<file path="config.mk">
export PLATFORM = sky130hd
export DESIGN_NAME = gemm_operand_loader
export DESIGN_NICKNAME = d
export VERILOG_FILES = /design/src/rtl/gemm_operand_loader.sv
export SDC_FILE = /design/constraint.sdc
export NUM_CORES = 2
export LEC_CHECK = 0
export CELL_PAD_IN_SITES_DETAIL_PLACEMENT = 0
export CELL_PAD_IN_SITES_GLOBAL_PLACEMENT = 1
export CORE_AREA = 2 2 328 330
export DETAILED_ROUTE_END_ITERATION = 10
export DIE_AREA = 0 0 330 332
export PLACE_DENSITY = 0.66
export REMOVE_ABC_BUFFERS = 1
export SYNTH_ARGS = -nofsm -noshare
export SYNTH_HDL_FRONTEND = slang
export SYNTH_SLANG_ARGS = --single-unit
</file>
<file path="constraint.sdc">
create_clock -name CLK -period 2.1 [get_ports CLK]
set_input_delay 0.21 -clock CLK [delete_from_list [all_inputs] [get_ports CLK]]
set_output_delay 0.21 -clock CLK [all_outputs]
set_load 0.01 [all_outputs]
</file>
<file path="src/rtl/gemm_operand_loader.sv">
// Stages GEMM operand rows popped from the scratchpad FIFO into input/weight/psum
// matrices and hands a complete set to the systolic array with a start/ready handshake.
module gemm_operand_loader #(
  parameter int ROWS         = 4,
  parameter int BITS_PER_ROW = 64,
  parameter int MAT_S_W      = 2,
  parameter int ROW_S_W      = 2
) (
  input  logic                                        CLK,
  input  logic                                        nRST,
  input  logic                                        gemmFIFO_empty,
  input  logic [BITS_PER_ROW+MAT_S_W+ROW_S_W+1:0]     gemmFIFO_rdata,
  output logic                                        gemmFIFO_REN,
  input  logic                                        array_ready,
  output logic                                        array_start,
  output logic                                        array_accumulate,
  output logic [ROWS*BITS_PER_ROW-1:0]                array_input,
  output logic [ROWS*BITS_PER_ROW-1:0]                array_weight,
  output logic [ROWS*BITS_PER_ROW-1:0]                array_psum,
  output logic                                        drop_err
);

  // state | meaning
  // LOAD  | popping rows into staging until every row of all three matrices is valid
  // ISSUE | array_start high, staging frozen, waiting for array_ready
  localparam int PKT_W = BITS_PER_ROW + MAT_S_W + ROW_S_W + 2;
  localparam int NSLOT = 3 * ROWS;

  typedef enum logic {LOAD, ISSUE} state_t;

  state_t state, stateNext;

  logic                    pktAcc;
  logic [MAT_S_W-1:0]      matSel;
  logic [ROW_S_W-1:0]      rowSel;
  logic [BITS_PER_ROW-1:0] pktData;
  logic                    matValid;
  logic                    unusedRsvd;
  logic [NSLOT-1:0]        valid;
  logic [NSLOT-1:0]        setMask;
  logic [NSLOT-1:0]        validMerged;

  assign unusedRsvd = gemmFIFO_rdata[PKT_W-1];
  assign pktAcc     = gemmFIFO_rdata[PKT_W-2];
  assign matSel     = gemmFIFO_rdata[BITS_PER_ROW+ROW_S_W +: MAT_S_W];
  assign rowSel     = gemmFIFO_rdata[BITS_PER_ROW +: ROW_S_W];
  assign pktData    = gemmFIFO_rdata[BITS_PER_ROW-1:0];
  assign matValid   = (matSel <= MAT_S_W'(2));

  assign array_start = (state == ISSUE);

  always_comb begin
    gemmFIFO_REN = 1'b0;
    stateNext    = state;
    setMask      = '0;
    if (nRST && state == LOAD) gemmFIFO_REN = !gemmFIFO_empty;
    for (int m = 0; m < 3; m++) begin
      for (int r = 0; r < ROWS; r++) begin
        if (gemmFIFO_REN && matSel == MAT_S_W'(m) && rowSel == ROW_S_W'(r))
          setMask[m*ROWS+r] = 1'b1;
      end
    end
    // Include the row being popped this cycle so start follows the last pop by one cycle.
    validMerged = valid | setMask;
    case (state)
      LOAD:    if (&validMerged) stateNext = ISSUE;
      ISSUE:   if (array_ready)  stateNext = LOAD;
      default: stateNext = LOAD;
    endcase
  end

  always_ff @(posedge CLK) begin
    if (!nRST) begin
      state            <= LOAD;
      valid            <= '0;
      array_input      <= '0;
      array_weight     <= '0;
      array_psum       <= '0;
      array_accumulate <= 1'b0;
      drop_err         <= 1'b0;
    end else begin
      state    <= stateNext;
      drop_err <= gemmFIFO_REN && !matValid;
      if (gemmFIFO_REN && matValid) array_accumulate <= pktAcc;
      for (int r = 0; r < ROWS; r++) begin
        if (setMask[r])          array_input [r*BITS_PER_ROW +: BITS_PER_ROW] <= pktData;
        if (setMask[ROWS+r])     array_weight[r*BITS_PER_ROW +: BITS_PER_ROW] <= pktData;
        if (setMask[2*ROWS+r])   array_psum  [r*BITS_PER_ROW +: BITS_PER_ROW] <= pktData;
      end
      // Staging data survives the handshake; only the bitmap forces a full reload.
      if (array_start && array_ready) valid <= '0;
      else                            valid <= validMerged;
    end
  end

endmodule
</file>
==> summary.md <==
| Metric | Value |
|---|---|
| Sequential share of power | 45.6% |
| First drt pass iteration count | 8 |
| Setup Total Neg Slack | 0 ns |
| Starting Density | 27.4% |
| Die ar. | 0.110 mm^2 |
| Startpoint Class | flop |
| Post-route ant nets | 0 |
| Gpl congestion | 0.785 |
| GRT Total Usage | 21.9% |
| Routed via count | 25900 |
| Overflow after GRT | 0 |
| Max rail drop VDD | 0.000557 V |
| Die X | 330 um |
| Worst path bufs/invs | 3 |
| Final Max Tran Viols | 0 |
| Largest net degree at the start of global routing | 217 |
| Slowest-stage cell, CP | or3_4 |
| RSZ-0062 raised after global routing | true |
| Initial antenna violation count | 2 |
| Switching share of power | 23.2% |
| Worst EP arrival | 2.61 ns |
| Most frequent cells in the layout | nand2_1, clkdlybuf4s50_1, dfxtp_1, a21boi_0, a21boi_1 |
| Fin cells | 5727 |
| Gate power share | 5.1% |
| EDFF count, synth | 0 |
| Final min period | 2.08 ns |
| Start-to-end type of the worst setup path | flop to flop |
| Top-level I/O count | 846 |
| Part of the Yosys area used for sequential elements | 53.9% |
| I/O Buffers | 844 |
| Critical Path End Type | flop |
| Fmax | 481 MHz |
| Most common cell after layout, fill and taps aside | nand2_1 |
| Fillcell total | 10700 |
| Max-cap viol count | 0 |
| CP Data Required Time | 2.63 ns |
| Row Count | 120 |
| Clk root buf | clkbuf_16 |
| Outcome | finished with violations |
| Wirelength per Cell | 22.1 um |
| Failing checks | design-rule violations |
| Skew-Pair Late Insertion Delay | 0.66 ns |
| Fraction of registers with async set or reset after synthesis | 0% |
| N_diodes | 0 |
| Hold Slack | 0.192 ns |
| Synth Flop Type | dfxtp_1 |
| CTS tree | done |
| Skew final | 0.0123 ns |
| Global-route wire length before repair | 178000 um |
| Crit path cell chain | or3b_4 > buf_4 > buf_4 > or3_4 > buf_12 > nand2_1 > a21boi_0 |
| Post-Syn Area per Cell | 8.35 um^2 |
| DR iter-0 viols | 1598 |
| Least-Margin Pin Slew | 1.10 ns |
| Hold crit path type | primary input to flop |
| P per Cell Area | 762 mW/mm^2 |
| Nets | 4327 |
| DP HPWL | 84700 um |
| Crit Path Max Fanout | 40 |
| Final hold vios | 0 |
| Final Cycle Share | 99.0% |
| Clock network power share | 49.3% |
| Vias in the first global route | 24300 |
| Int Pwr | 25.3 mW |
| Leakage dissipation | 14.2 nW |
| CTS Sinks | 783 |
| Cells after synthesis | 3484 |
| Layout cells sized above 1 | 7.47% |
| CTS clk-pin slew, worst paths | 0.06 ns |
| H-tree depth | 3 |
| Unique masters post-synth | 35 |
| Mapped Area | 0.0291 mm^2 |
| Most used cell, CP | buf_4 |
| Via/cell ratio | 4.53 |
| CP max stage delay | 0.42 ns |
| Final setup vio count | 0 |
| Power Total | 32.9 mW |
| Final WL | 127000 um |
| Crit-path leading delay family | simple AND/OR/NAND/NOR gates |
| Die H | 332 um |
| Psw | 7.63 mW |
| Normalized max-slew margin | 27.0% |
| Syn. warnings | 0 |
| Placed insts | 5547 |
| Core Area | 0.106 mm^2 |
| Total CTS buffers | 93 |
| Clock Path Buffers | 3 |
| Drt drc | 50 |
| Synthesized flop and latch total | 783 |
| Layout area overhead | 48.5% |
-- state kept, by name, indices dropped and copies added (netlist names) --
signal            cells
drop_err              1
array_weight        256
array_psum          256
valid                12
array_input         256
array_accumulate      1
array_start           1
-- routing by layer --
metal	vias to the layer above	track usage [%]	part of all wire, %
li1	12700	-	-
met1	12300	27.4	42
met2	757	36.9	48
met3	140	5.17	7.0
met4	0	6.99	2.7
met5	-	0	0
-- logic make-up (layout without fill, tap and decap cells) --
| kind of cell | count (synthesis) | in the layout | share of synthesized area [%] |
|---|---|---|---|
| compound gates | 790 | 790 | 20.4 |
| buf+inv | 321 | 1161 | 4.70 |
| flops | 783 | 783 | 53.9 |
| mux | 5 | 5 | 0.172 |
| simple gates | 1585 | 1585 | 20.9 |
-- tightest hold or removal path, delay by kind of cell --
kind / cells / cell delay, ns
buffers and inverters: 1 / 0.40
muxes: 1 / 0.13
and+or+nand+nor: 1 / 0.06
-- Yosys cell counts, types with 3 or more instances --
| cell | count | share of area (%) |
|---|---|---|
| a21boi_0 | 628 | 16 |
| a21boi_1 | 142 | 3.7 |
| and3_1 | 4 | 0.086 |
| buf_2 | 77 | 1.3 |
| buf_4 | 5 | 0.13 |
| buf_6 | 6 | 0.23 |
| clkbuf_1 | 227 | 2.9 |
| dfxtp_1 | 783 | 54 |
| mux2i_1 | 5 | 0.17 |
| nand2_1 | 1543 | 20 |
| nand2b_1 | 3 | 0.065 |
| nand3_1 | 11 | 0.19 |
| nor2b_1 | 4 | 0.086 |
| nor3_1 | 3 | 0.052 |
| nor3_2 | 6 | 0.21 |
| o21a_1 | 11 | 0.28 |
| or3_1 | 3 | 0.065 |
-- through the flow --
step | area [um^2] | util [%] | worst slack, ns
global placement | 39900 | 37.6 | -0.278
finish | 43200 | 40.6 | 0.0209
global route | 43200 | 40.6 | -0.0125
detailed placement | 39900 | 37.6 | -0.308
CTS | 43000 | 40.5 | 0.0194
floorplan | 27700 | - | -2.37
-- cell type report --
type | instances | area (um^2) | share of cell area, %
Sequential cell | 783 | 15700 | 36.3
Multi-Input combinational cell | 2380 | 12300 | 28.4
Timing Repair Buffer | 991 | 10400 | 24.2
Clock buffer | 136 | 2740 | 6.35
Tap cell | 1403 | 1760 | 4.06
Clock inverter | 30 | 313 | 0.724
Inverter | 4 | 20.0 | 0.0463
-- worst paths after layout --
check / cells after the start / endpoint / slack (ns) / startpoint
worst max register to register: 7 / array_psum[216] / 0.02 / array_start
worst min-delay path: 3 / array_accumulate / 0.19 / gemmFIFO_rdata[68]
worst max-delay path: 7 / array_psum[216] / 0.02 / array_start
worst min register to register: 2 / array_weight[4] / 0.45 / array_weight[4]
-- timing repair --
action,4_1_cts,5_1_grt
endpoints found under the hold margin,1,0
cloned,0,4
pin swaps,1,2
buffers inserted,2,7
resized for setup,7,15
endpoints found under the setup margin,1,105
hold buffers,1,0
-- power groups by stage --
stage | clock network [mW] | registers [mW] | logic (mW)
after CTS | 16.7 | 15.0 | 1.67
after global routing | 17.2 | 15.0 | 1.76
final | 16.2 | 15.0 | 1.67
after floorplan | 0 | 15.4 | 0.390
after global placement | 0 | 15.3 | 1.66
after detailed placement | 0 | 15.3 | 1.66
No activity file was read; power rests on OpenSTA's default activity.
